`src/rtl/if_id_queue.sv`:
```
// rtl/if_id_queue.sv - IF->ID instruction queue (circular buffer with flush and stall)
// Optional empty-queue bypass selected by macro IF_ID_QUEUE_BYPASS_EN.
module if_id_queue #(
  parameter int ADDR_LEN = 32,
  parameter int INST_LEN = 32,
  parameter int DEPTH    = 4,
  localparam int PTR_W   = $clog2(DEPTH)
) (
  input  logic                clk,
  input  logic                rst,
  input  logic                rdy,
  input  logic                jump_or_not,
  input  logic                if_valid,
  input  logic [ADDR_LEN-1:0] if_pc,
  input  logic [INST_LEN-1:0] if_inst,
  output logic                if_ready,
  input  logic                id_ready,
  output logic                id_valid,
  output logic [ADDR_LEN-1:0] id_pc,
  output logic [INST_LEN-1:0] id_inst,
  output logic [PTR_W:0]      count
);

  localparam logic [PTR_W:0]   FULL    = (PTR_W+1)'(DEPTH);
  localparam logic [PTR_W:0]   CNT_ONE = (PTR_W+1)'(1);
  localparam logic [PTR_W-1:0] PTR_ONE = PTR_W'(1);

  logic [ADDR_LEN-1:0] pc_mem_q   [DEPTH];
  logic [ADDR_LEN-1:0] pc_mem_d   [DEPTH];
  logic [INST_LEN-1:0] inst_mem_q [DEPTH];
  logic [INST_LEN-1:0] inst_mem_d [DEPTH];
  logic [PTR_W-1:0]    rd_ptr_q, rd_ptr_d;
  logic [PTR_W-1:0]    wr_ptr_q, wr_ptr_d;
  logic [PTR_W:0]      count_q, count_d;

  logic not_empty;
  logic byp_active;
  logic byp_take;
  logic push;
  logic pop;

  assign not_empty = (count_q != '0);
  assign if_ready  = (count_q != FULL);
  assign count     = count_q;

`ifdef IF_ID_QUEUE_BYPASS_EN
  // An empty queue hands the fetched word straight to ID; it is only stored if ID does not take it.
  assign byp_active = !not_empty && if_valid && !jump_or_not;
  assign byp_take   = byp_active && id_ready && rdy;
`else
  assign byp_active = 1'b0;
  assign byp_take   = 1'b0;
`endif

  assign push = rdy && if_valid && if_ready && !jump_or_not && !byp_take;
  assign pop  = rdy && not_empty && id_ready && !jump_or_not;

  always_comb begin
    id_valid = not_empty;
    id_pc    = '0;
    id_inst  = '0;
    if (not_empty) begin
      id_pc   = pc_mem_q[rd_ptr_q];
      id_inst = inst_mem_q[rd_ptr_q];
    end else if (byp_active) begin
      id_valid = 1'b1;
      id_pc    = if_pc;
      id_inst  = if_inst;
    end
  end

  always_comb begin
    rd_ptr_d   = rd_ptr_q;
    wr_ptr_d   = wr_ptr_q;
    count_d    = count_q;
    pc_mem_d   = pc_mem_q;
    inst_mem_d = inst_mem_q;
    if (rdy) begin
      if (jump_or_not) begin
        rd_ptr_d = '0;
        wr_ptr_d = '0;
        count_d  = '0;
      end else begin
        if (push) begin
          pc_mem_d[wr_ptr_q]   = if_pc;
          inst_mem_d[wr_ptr_q] = if_inst;
          wr_ptr_d             = wr_ptr_q + PTR_ONE;
        end
        if (pop) begin
          rd_ptr_d = rd_ptr_q + PTR_ONE;
        end
        case ({push, pop})
          2'b10:   count_d = count_q + CNT_ONE;
          2'b01:   count_d = count_q - CNT_ONE;
          default: count_d = count_q;
        endcase
      end
    end
  end

  always_ff @(posedge clk) begin
    if (rst) begin
      rd_ptr_q <= '0;
      wr_ptr_q <= '0;
      count_q  <= '0;
    end else begin
      rd_ptr_q <= rd_ptr_d;
      wr_ptr_q <= wr_ptr_d;
      count_q  <= count_d;
    end
  end

  // Payload needs no reset; it is only visible through a valid head entry.
  always_ff @(posedge clk) begin
    if (!rst) begin
      pc_mem_q   <= pc_mem_d;
      inst_mem_q <= inst_mem_d;
    end
  end

endmodule

```
`config.mk`:
```
export PLATFORM = sky130hd
export DESIGN_NAME = if_id_queue
export DESIGN_NICKNAME = d
export VERILOG_FILES = /design/src/rtl/if_id_queue.sv
export SDC_FILE = /design/constraint.sdc
export NUM_CORES = 1
export LEC_CHECK = 0
export CAP_MARGIN = 40
export CELL_PAD_IN_SITES_DETAIL_PLACEMENT = 1
export CELL_PAD_IN_SITES_GLOBAL_PLACEMENT = 1
export CORE_ASPECT_RATIO = 0.8
export CORE_UTILIZATION = 44
export CTS_BUF_LIST = sky130_fd_sc_hd__clkbuf_8
export CTS_CLUSTER_SIZE = 12
export DETAILED_ROUTE_END_ITERATION = 8
export PLACE_DENSITY = 0.74
export SYNTH_ARGS = -nofsm -noshare
export SYNTH_HDL_FRONTEND = slang
export SYNTH_SLANG_ARGS = --single-unit
```
`constraint.sdc`:
```
create_clock -name clk -period 2.9 [get_ports clk]
set_input_delay 0.435 -clock clk [delete_from_list [all_inputs] [get_ports clk]]
set_output_delay 0.435 -clock clk [all_outputs]
set_load 0.01 [all_outputs]
```
==> results.md, run 1 <==
* Result of the run: finished, final reports clean
* Met1 Wirelength at between 9000 and 10,000 µm
* Mean routed wirelength per cell at 22.7 µm
* Count of different cell masters after synthesis at 36
* Global-route wire length before repair at 33,900 µm
* Worst Path Required at 2470 ps
* Highest routed metal layer: met5
* Placed cell area at approximately 0.012 mm²
* Setup violation total in the final timing report at 0
* Pin count of the biggest net entering global routing at between 40 and 50
* GPL Wtd Cong at 0.746
* Net count of the mapped netlist at roughly 550
* Estimated wirelength of the detail-placed design at around 15,000 µm
* Number of endpoints with negative hold slack in the final report at 0
* Routed met3 length at approximately 1600 µm
* Number of placement rows at approximately 50
* Clk_lat worst skew at around 530 ps
* Time the final worst path needs with I/O delays and setup at 2830 ps
* Met2 Routed Length at ~11,000 µm
* Final antenna-violating net count at 0
* Final standard cell utilization of the core at between 50% and 60%
* Iteration-0 DRC Markers at 380
* Syn avg cell area at about 22 µm²
* Pin slew with the least headroom to its limit at around 330 ps
* Placeable Area at roughly 0.023 mm²
* Clock tree from TritonCTS: built
* CP Max Fanout at 12
* Antenna violations before repair at 3
* Vias in the first global route at 5,645
* Crit path largest cell delay at about 570 ps
* Buffers added on ports at 138
* Largest buffer count on any clock path at 3
* Capturing element type of the critical path: primary output
* Total power density per cell area at 560 mW/mm²
* Number of synthesized register bits at 263
* Worst vdd ir at 258 µV
* Number of standard cells after synthesis at 473
* Avg Vias per Cell at 5.17
* Relative slew slack at 77.2%
* Final design instance area without fill at 0.0132 mm²
* Total Die Area at 0.0239 mm²
* Placement-stage worst setup slack at roughly 360 ps
* Horizontal die dimension at 172 µm
* I/O Pins at 139
* Max-cap viol count at 0
* Total global routing overflow at 0
* Count of H-tree levels built during CTS at 2
* Class of the worst hold path: reg2reg
* Register area share after synthesis at between 70 and 80%
* Clock slew at reported path FFs at approximately 60 ps
* Worst setup slack after layout at 65.2 ps
* Signed area change from the synthesized netlist to the final layout at 28.7%
* Number of buffers created by CTS at 42
* Floorplan die height at 138 µm
* Final worst path period share at about 98%
* Root buffer cell: sky130_fd_sc_hd__clkbuf_8
* Fin Clk Skew at 12.4 ps
* First-pass DRT Iterations at 4
* Total DRC errors in the routed layout at 0
* Fin Setup TNS at 0 ps
* Via count at 5,208
* Initial Util at 45.2%
* Library cell contributing the largest single delay on the critical path: sky130_fd_sc_hd__mux4_2
* Number of warnings printed during yosys synthesis at 0
* Leakage at between 0.004 and 0.005 µW
* Max-slew violation count at 0
* Worst Setup Path Type: reg2out
* Total length of routed wires at 22,800 µm
* Worst Path Arrival at 2400 ps
* Fraction of final layout cells sized beyond drive strength 1 at 23.9%
* Final layout net count at 743
* Worst-path cell chain: buf_12, buf_12, mux4_2, and2_1, clkdlybuf4s50_1
* Kind of start point of the critical path: flip-flop
* FMAX at 353 MHz
* Most common cell on crit path: sky130_fd_sc_hd__buf_12
* Sink Count at 263
* FF-to-FF setup slack at 830 ps
* Aggregate global-route resource usage at 19.5%
* Summed instance area of the synthesized netlist at 0.0102 mm²
==> Yosys cell counts <==
| library cell | n | share of area (%) |
|---|---|---|
| sky130_fd_sc_hd__a2111oi_4 | 1 | 0.27 |
| sky130_fd_sc_hd__a211oi_1 | 1 | 0.073 |
| sky130_fd_sc_hd__a21oi_1 | 3 | 0.15 |
| sky130_fd_sc_hd__a32o_2 | 1 | 0.11 |
| sky130_fd_sc_hd__a32oi_1 | 1 | 0.086 |
| sky130_fd_sc_hd__and2_1 | 69 | 4.2 |
| sky130_fd_sc_hd__and3b_2 | 1 | 0.098 |
| sky130_fd_sc_hd__buf_2 | 8 | 0.39 |
| sky130_fd_sc_hd__buf_4 | 1 | 0.073 |
| sky130_fd_sc_hd__buf_6 | 4 | 0.44 |
| sky130_fd_sc_hd__clkbuf_1 | 10 | 0.37 |
| sky130_fd_sc_hd__dfxtp_1 | 7 | 1.4 |
| sky130_fd_sc_hd__edfxtp_1 | 256 | 75 |
| sky130_fd_sc_hd__fa_1 | 1 | 0.20 |
| sky130_fd_sc_hd__ha_1 | 4 | 0.49 |
| sky130_fd_sc_hd__inv_1 | 5 | 0.18 |
| sky130_fd_sc_hd__mux2i_1 | 2 | 0.20 |
| sky130_fd_sc_hd__mux4_2 | 64 | 14 |
| sky130_fd_sc_hd__nand2_1 | 5 | 0.18 |
| sky130_fd_sc_hd__nand2b_1 | 3 | 0.18 |
| sky130_fd_sc_hd__nand3_1 | 1 | 0.049 |
| sky130_fd_sc_hd__nand3b_1 | 2 | 0.15 |
| sky130_fd_sc_hd__nand4b_1 | 1 | 0.086 |
| sky130_fd_sc_hd__nor2_1 | 5 | 0.18 |
| sky130_fd_sc_hd__nor2b_1 | 1 | 0.061 |
| sky130_fd_sc_hd__nor3_1 | 3 | 0.15 |
| sky130_fd_sc_hd__nor3b_1 | 1 | 0.073 |
| sky130_fd_sc_hd__nor3b_2 | 1 | 0.12 |
| sky130_fd_sc_hd__o211a_1 | 1 | 0.098 |
| sky130_fd_sc_hd__o211ai_1 | 1 | 0.073 |
| sky130_fd_sc_hd__o21a_1 | 1 | 0.073 |
| sky130_fd_sc_hd__o21ai_1 | 4 | 0.20 |
| sky130_fd_sc_hd__o31a_2 | 1 | 0.098 |
| sky130_fd_sc_hd__or2_1 | 1 | 0.061 |
| sky130_fd_sc_hd__or3_1 | 1 | 0.061 |
| sky130_fd_sc_hd__xnor2_1 | 1 | 0.086 |
==> sequential cells by signal (all words and copies together), names as in the netlist <==
register / flops
pc_mem_q: 128
wr_ptr_q: 2
rd_ptr_q: 2
count: 3
inst_mem_q: 128
==> final cells by class <==
cell class                 count  area (µm²)
fill                        1995        9470
sequential                   263        7840
multi-input combinational    182        2260
timing repair buffer         174        1900
clock buffer                  43         592
tap                          306         383
clock inverter                33         164
inverter                       5        18.8
antenna                        2        5.00
==> repair_timing <==
action / CTS / global route
setup endpoints to repair: 59 / 27
buffers inserted: 3 / 6
hold endpoints to repair: 0 / 0
hold buffers: 0 / 0
gates cloned: 0 / 1
gates resized for setup: 7 / 8
==> worst max-delay path, delay by kind of cell (launching register included) <==
kind / cells / cell delay [ps]
buf+inv: 3 / 750
flops: 1 / 370
mux: 1 / 570
simple gates: 1 / 180
==> layout by cell type (no fill, tap or decap), drive strengths merged, types with 2 or more instances in the layout <==
master,netlist,layout
ha,4,4
dlymetal6s2s,0,3
edfxtp,256,256
nor3b,2,2
and2,69,69
nor3,3,3
nand3b,2,2
diode,0,2
mux4,64,64
nand2b,3,3
o21ai,4,4
inv,5,19
clkbuf,10,44
mux2i,2,2
dfxtp,7,7
nor2,5,5
clkdlybuf4s50,0,130
nand2,5,5
clkinv,0,17
a21oi,3,3
dlygate4sd2,0,5
buf,13,35
==> metrics by stage <==
stage / cells / hold slack, ps / total power, µW
2_1_floorplan: 473 / 476 / 4370
3_3_place_gp: 920 / 502 / 4590
6_report: 1008 / 539 / 7370
4_1_cts: 999 / 523 / 7450
3_5_place_dp: 920 / 536 / 4600
5_1_grt: 1006 / 529 / 7610
==> kinds of logic (layout without fill, tap and decap cells) <==
logic type | after synthesis | count (layout) | synth area share [%]
DFF | 263 | 263 | 76.6
and+or+nand+nor | 95 | 95 | 5.68
muxes | 66 | 66 | 14.3
buffers and inverters | 28 | 255 | 1.46
AOI/OAI and AO/OA | 15 | 15 | 1.22
adders and majority gates | 5 | 5 | 0.685
xor gates and xnor gates | 1 | 1 | 0.0857
other | 0 | 2 | 0
==> path summary, 6_finish.rpt <==
| path | endpoint | from | cells past startpoint |
|---|---|---|---|
| worst min register to register | count[1] | count[1] | 2 |
| worst max-delay path | id_inst[30] | rd_ptr_q[0] | 5 |
| worst max register to register | inst_mem_q[54] | count[2] | 6 |
| worst min-delay path | count[1] | count[1] | 2 |
==> metal layers <==
layer	up-vias	GRT usage [%]
met1	2692	26.0
met5	-	0
met2	167	31.6
li1	2319	-
met4	2	5.12
met3	28	5.38
==> where the power goes <==
part	switching [µW]	total, µW	leakage [µW]	internal, µW
clock	1370	2840	0.000443	1470
combinational	147	326	0.00152	180
sequential	8.51	4200	0.00237	4190
Note: power is estimated with default switching activity, not from simulation.
==> inputs of run 2 (changes only) <==
--- a/config.mk
+++ b/config.mk
@@ -14,6 +14,7 @@
 export CTS_CLUSTER_SIZE = 12
 export DETAILED_ROUTE_END_ITERATION = 8
 export PLACE_DENSITY = 0.74
+export SETUP_SLACK_MARGIN = 0.1
 export SYNTH_ARGS = -nofsm -noshare
 export SYNTH_HDL_FRONTEND = slang
 export SYNTH_SLANG_ARGS = --single-unit
==> run 2 against run 1 <==
  * Clock skew increased by 3.6 ps
  * Global-route usage rose by 0.27 points
  * Critical path depth did not move
  * Final area up 0.91%
  * First-iteration DRC count down 12%
  * Setup slack gained 60 ps
  * Worst hold slack better by 11 ps
  * Die area is the same
  * Sequential power about the same
  * Core utilization up 0.53 points
  * Fmax increased by 2.2%
  * Critical path type unchanged
  * Highest routed layer unchanged
==> results.md, run 2 (synthesis results as in run 1) <==
* Worst Path Required at 2470 ps (about the same)
* Pin count of the biggest net entering global routing at 46 (unchanged)
* Worst Path Arrival at 2340 ps (-60 ps)
* Floorplan die height at 138 µm (unchanged)
* CP Max Fanout at 9 (-3)
* Sink Count at 263 (unchanged)
* Iteration-0 DRC Markers at 334 (-12%)
* Leakage at 0.00494 µW (+14%)
* Placed Instances at 920 (unchanged)
* Via count at 5,211 (+0.058%)
* Vias in the first global route at 5,684 (+0.69%)
* Area occupied by multi-input gates at 0.00226 mm² (+0.17%)
* Met2 Routed Length at 11,500 µm (+2.2%)
* Final layout net count at 748 (+0.67%)
* I/O Pins at 139 (unchanged)
* Worst Setup Path Type: reg2out
* Final standard cell utilization of the core at 58.7% (+0.53 points)
* Time the final worst path needs with I/O delays and setup at 2770 ps (-60.0 ps)
* Library cell contributing the largest single delay on the critical path: sky130_fd_sc_hd__mux4_2
* # fillers at 1,994 (-0.050%)
* Clk_lat worst skew at 530 ps (about the same)
* Max-slew violation count at 0 (unchanged)
* Signed area change from the synthesized netlist to the final layout at 29.9%
* Number of buffers created by CTS at 42 (unchanged)
* Worst vdd ir at 258 µV (-0.29%)
* Fin Setup TNS at 0 ps (unchanged)
* Total Die Area at 0.0239 mm² (unchanged)
* Post-layout instance count excluding filler cells at 1,012 (+0.40%)
* First-pass DRT Iterations at 4 (unchanged)
* Mean routed wirelength per cell at 22.9 µm (+0.93%)
* Worst-path cell chain: buf_12, buf_16, mux4_2, and2_1, clkdlybuf4s50_1
* Worst setup slack after layout at 125 ps (+60.0 ps)
* Number of endpoints with negative hold slack in the final report at 0 (unchanged)
* Count of H-tree levels built during CTS at 2 (unchanged)
* Clock slew at reported path FFs at 60 ps (about the same)
* Setup violation total in the final timing report at 0 (unchanged)
* Max-cap viol count at 0 (unchanged)
* Number of hold-repair buffers added at the cts stage at 0 (unchanged)
* Number of placement rows at 49 (unchanged)
* Relative slew slack at 77.2% (about the same)
* GPL Wtd Cong at 0.746 (unchanged)
* Total global routing overflow at 0 (unchanged)
* Highest routed metal layer: met5
* Result of the run: finished, final reports clean
* Crit path largest cell delay at 510 ps (-60 ps)
* Hold_ws at 550 ps (+10.9 ps)
* Capturing element type of the critical path: primary output
* Total DRC errors in the routed layout at 0 (unchanged)
* Root buffer cell: sky130_fd_sc_hd__clkbuf_8
* Global-route wire length before repair at 34,300 µm (+1.1%)
* Final antenna-violating net count at 0 (unchanged)
* Placement-stage worst setup slack at 359 ps (unchanged)
* Avg Vias per Cell at 5.15 (-0.34%)
* Area used by sequential logic in the layout at 0.00784 mm² (about the same)
* Antenna violations before repair at 3 (unchanged)
* Class of the worst hold path: in2reg
* Final worst path period share at 95.7% (-2.1 points)
* Total length of routed wires at 23,100 µm (+1.3%)
* Most frequent standard cell in the layout excluding fill and tap cells: sky130_fd_sc_hd__edfxtp_1
* FMAX at 360 MHz (+2.2%)
* Routed met3 length at 1670 µm (+6.7%)
* Aggregate global-route resource usage at 19.7% (+0.27 points)
* Fin Clk Skew at 16.0 ps (+3.56 ps)
* Fraction of final layout cells sized beyond drive strength 1 at 24.3% (+0.40 points)
* Placeable Area at 0.0226 mm² (unchanged)
* Kind of start point of the critical path: flip-flop
* Buffers added on ports at 138 (unchanged)
* Estimated wirelength of the detail-placed design at 14,600 µm (unchanged)
* Initial Util at 45.2% (unchanged)
* Commonest cells after routing, fill and taps aside: sky130_fd_sc_hd__edfxtp_1 (256), sky130_fd_sc_hd__clkdlybuf4s50_1 (82), sky130_fd_sc_hd__and2_1 (65), sky130_fd_sc_hd__mux4_2 (64), sky130_fd_sc_hd__clkbuf_8 (43)
* Largest buffer count on any clock path at 3 (unchanged)
* Total power density per cell area at 555 mW/mm² (-0.89%)
* Met1 Wirelength at 9670 µm (-0.23%)
* Clock tree from TritonCTS: built
* Setup repair after global routing missed its margin: yes
* Horizontal die dimension at 172 µm (unchanged)
* Pin slew with the least headroom to its limit at 333 ps (+0.862 ps)
-- run 2: repair_timing --
action / in CTS / in global routing
setup buffers: 7 / 6
hold endpoints to repair: 0 / 0
pin swaps: 0 / 0
setup endpoints to repair: 62 / 38
gates resized for setup: 35 / 32
cloned: 1 / 1
-- run 2: area by class of cell --
class / instances / area share [%]
antenna: 1 / 0.0189
clock buffer: 43 / 4.46
clock inverter: 33 / 1.23
inverter: 5 / 0.141
multi-input combinational: 182 / 17.0
sequential: 263 / 59.0
tap: 306 / 2.88
timing repair buffer: 179 / 15.2
-- run 2: through the flow --
| step | power (µW) | instance area (µm²) |
|---|---|---|
| floorplan | 4370 | 10200 |
| CTS | 7450 | 13100 |
| finish | 7370 | 13300 |
| global placement | 4590 | 12300 |
| detailed placement | 4600 | 12300 |
| global route | 7610 | 13300 |
-- run 2: power breakdown --
group | internal (µW) | leakage (µW) | switching (µW)
Sequential | 4190 | 0.00236 | 8.57
Combinational | 175 | 0.00213 | 147
Clock | 1470 | 0.000443 | 1380
Total | 5840 | 0.00494 | 1530
-- run 2: final timing paths --
kind                         end  slack (ps)  cells after the start         from
setup / recovery        id_pc[9]         130                      5  rd_ptr_q[0]
hold reg to reg      wr_ptr_q[0]         550                      2  wr_ptr_q[0]
setup reg to reg  inst_mem_q[54]         760                      6     count[1]
hold / removal      pc_mem_q[41]         550                      1     if_pc[9]
-- run 2: worst max-delay path, delay by kind of cell, from the launching register on --
kind                   cells  cell delay (ps)
buffers and inverters      3              760
multiplexers               1              510
flip-flops                 1              370
AND/OR/NAND/NOR            1              170
-- run 2: metal layers --
layer | GRT usage [%] | vias to the layer above
li1 | - | 2330
met1 | 26.4 | 2667
met2 | 32.2 | 186
met3 | 5.15 | 26
met4 | 5.12 | 2
met5 | 0 | -
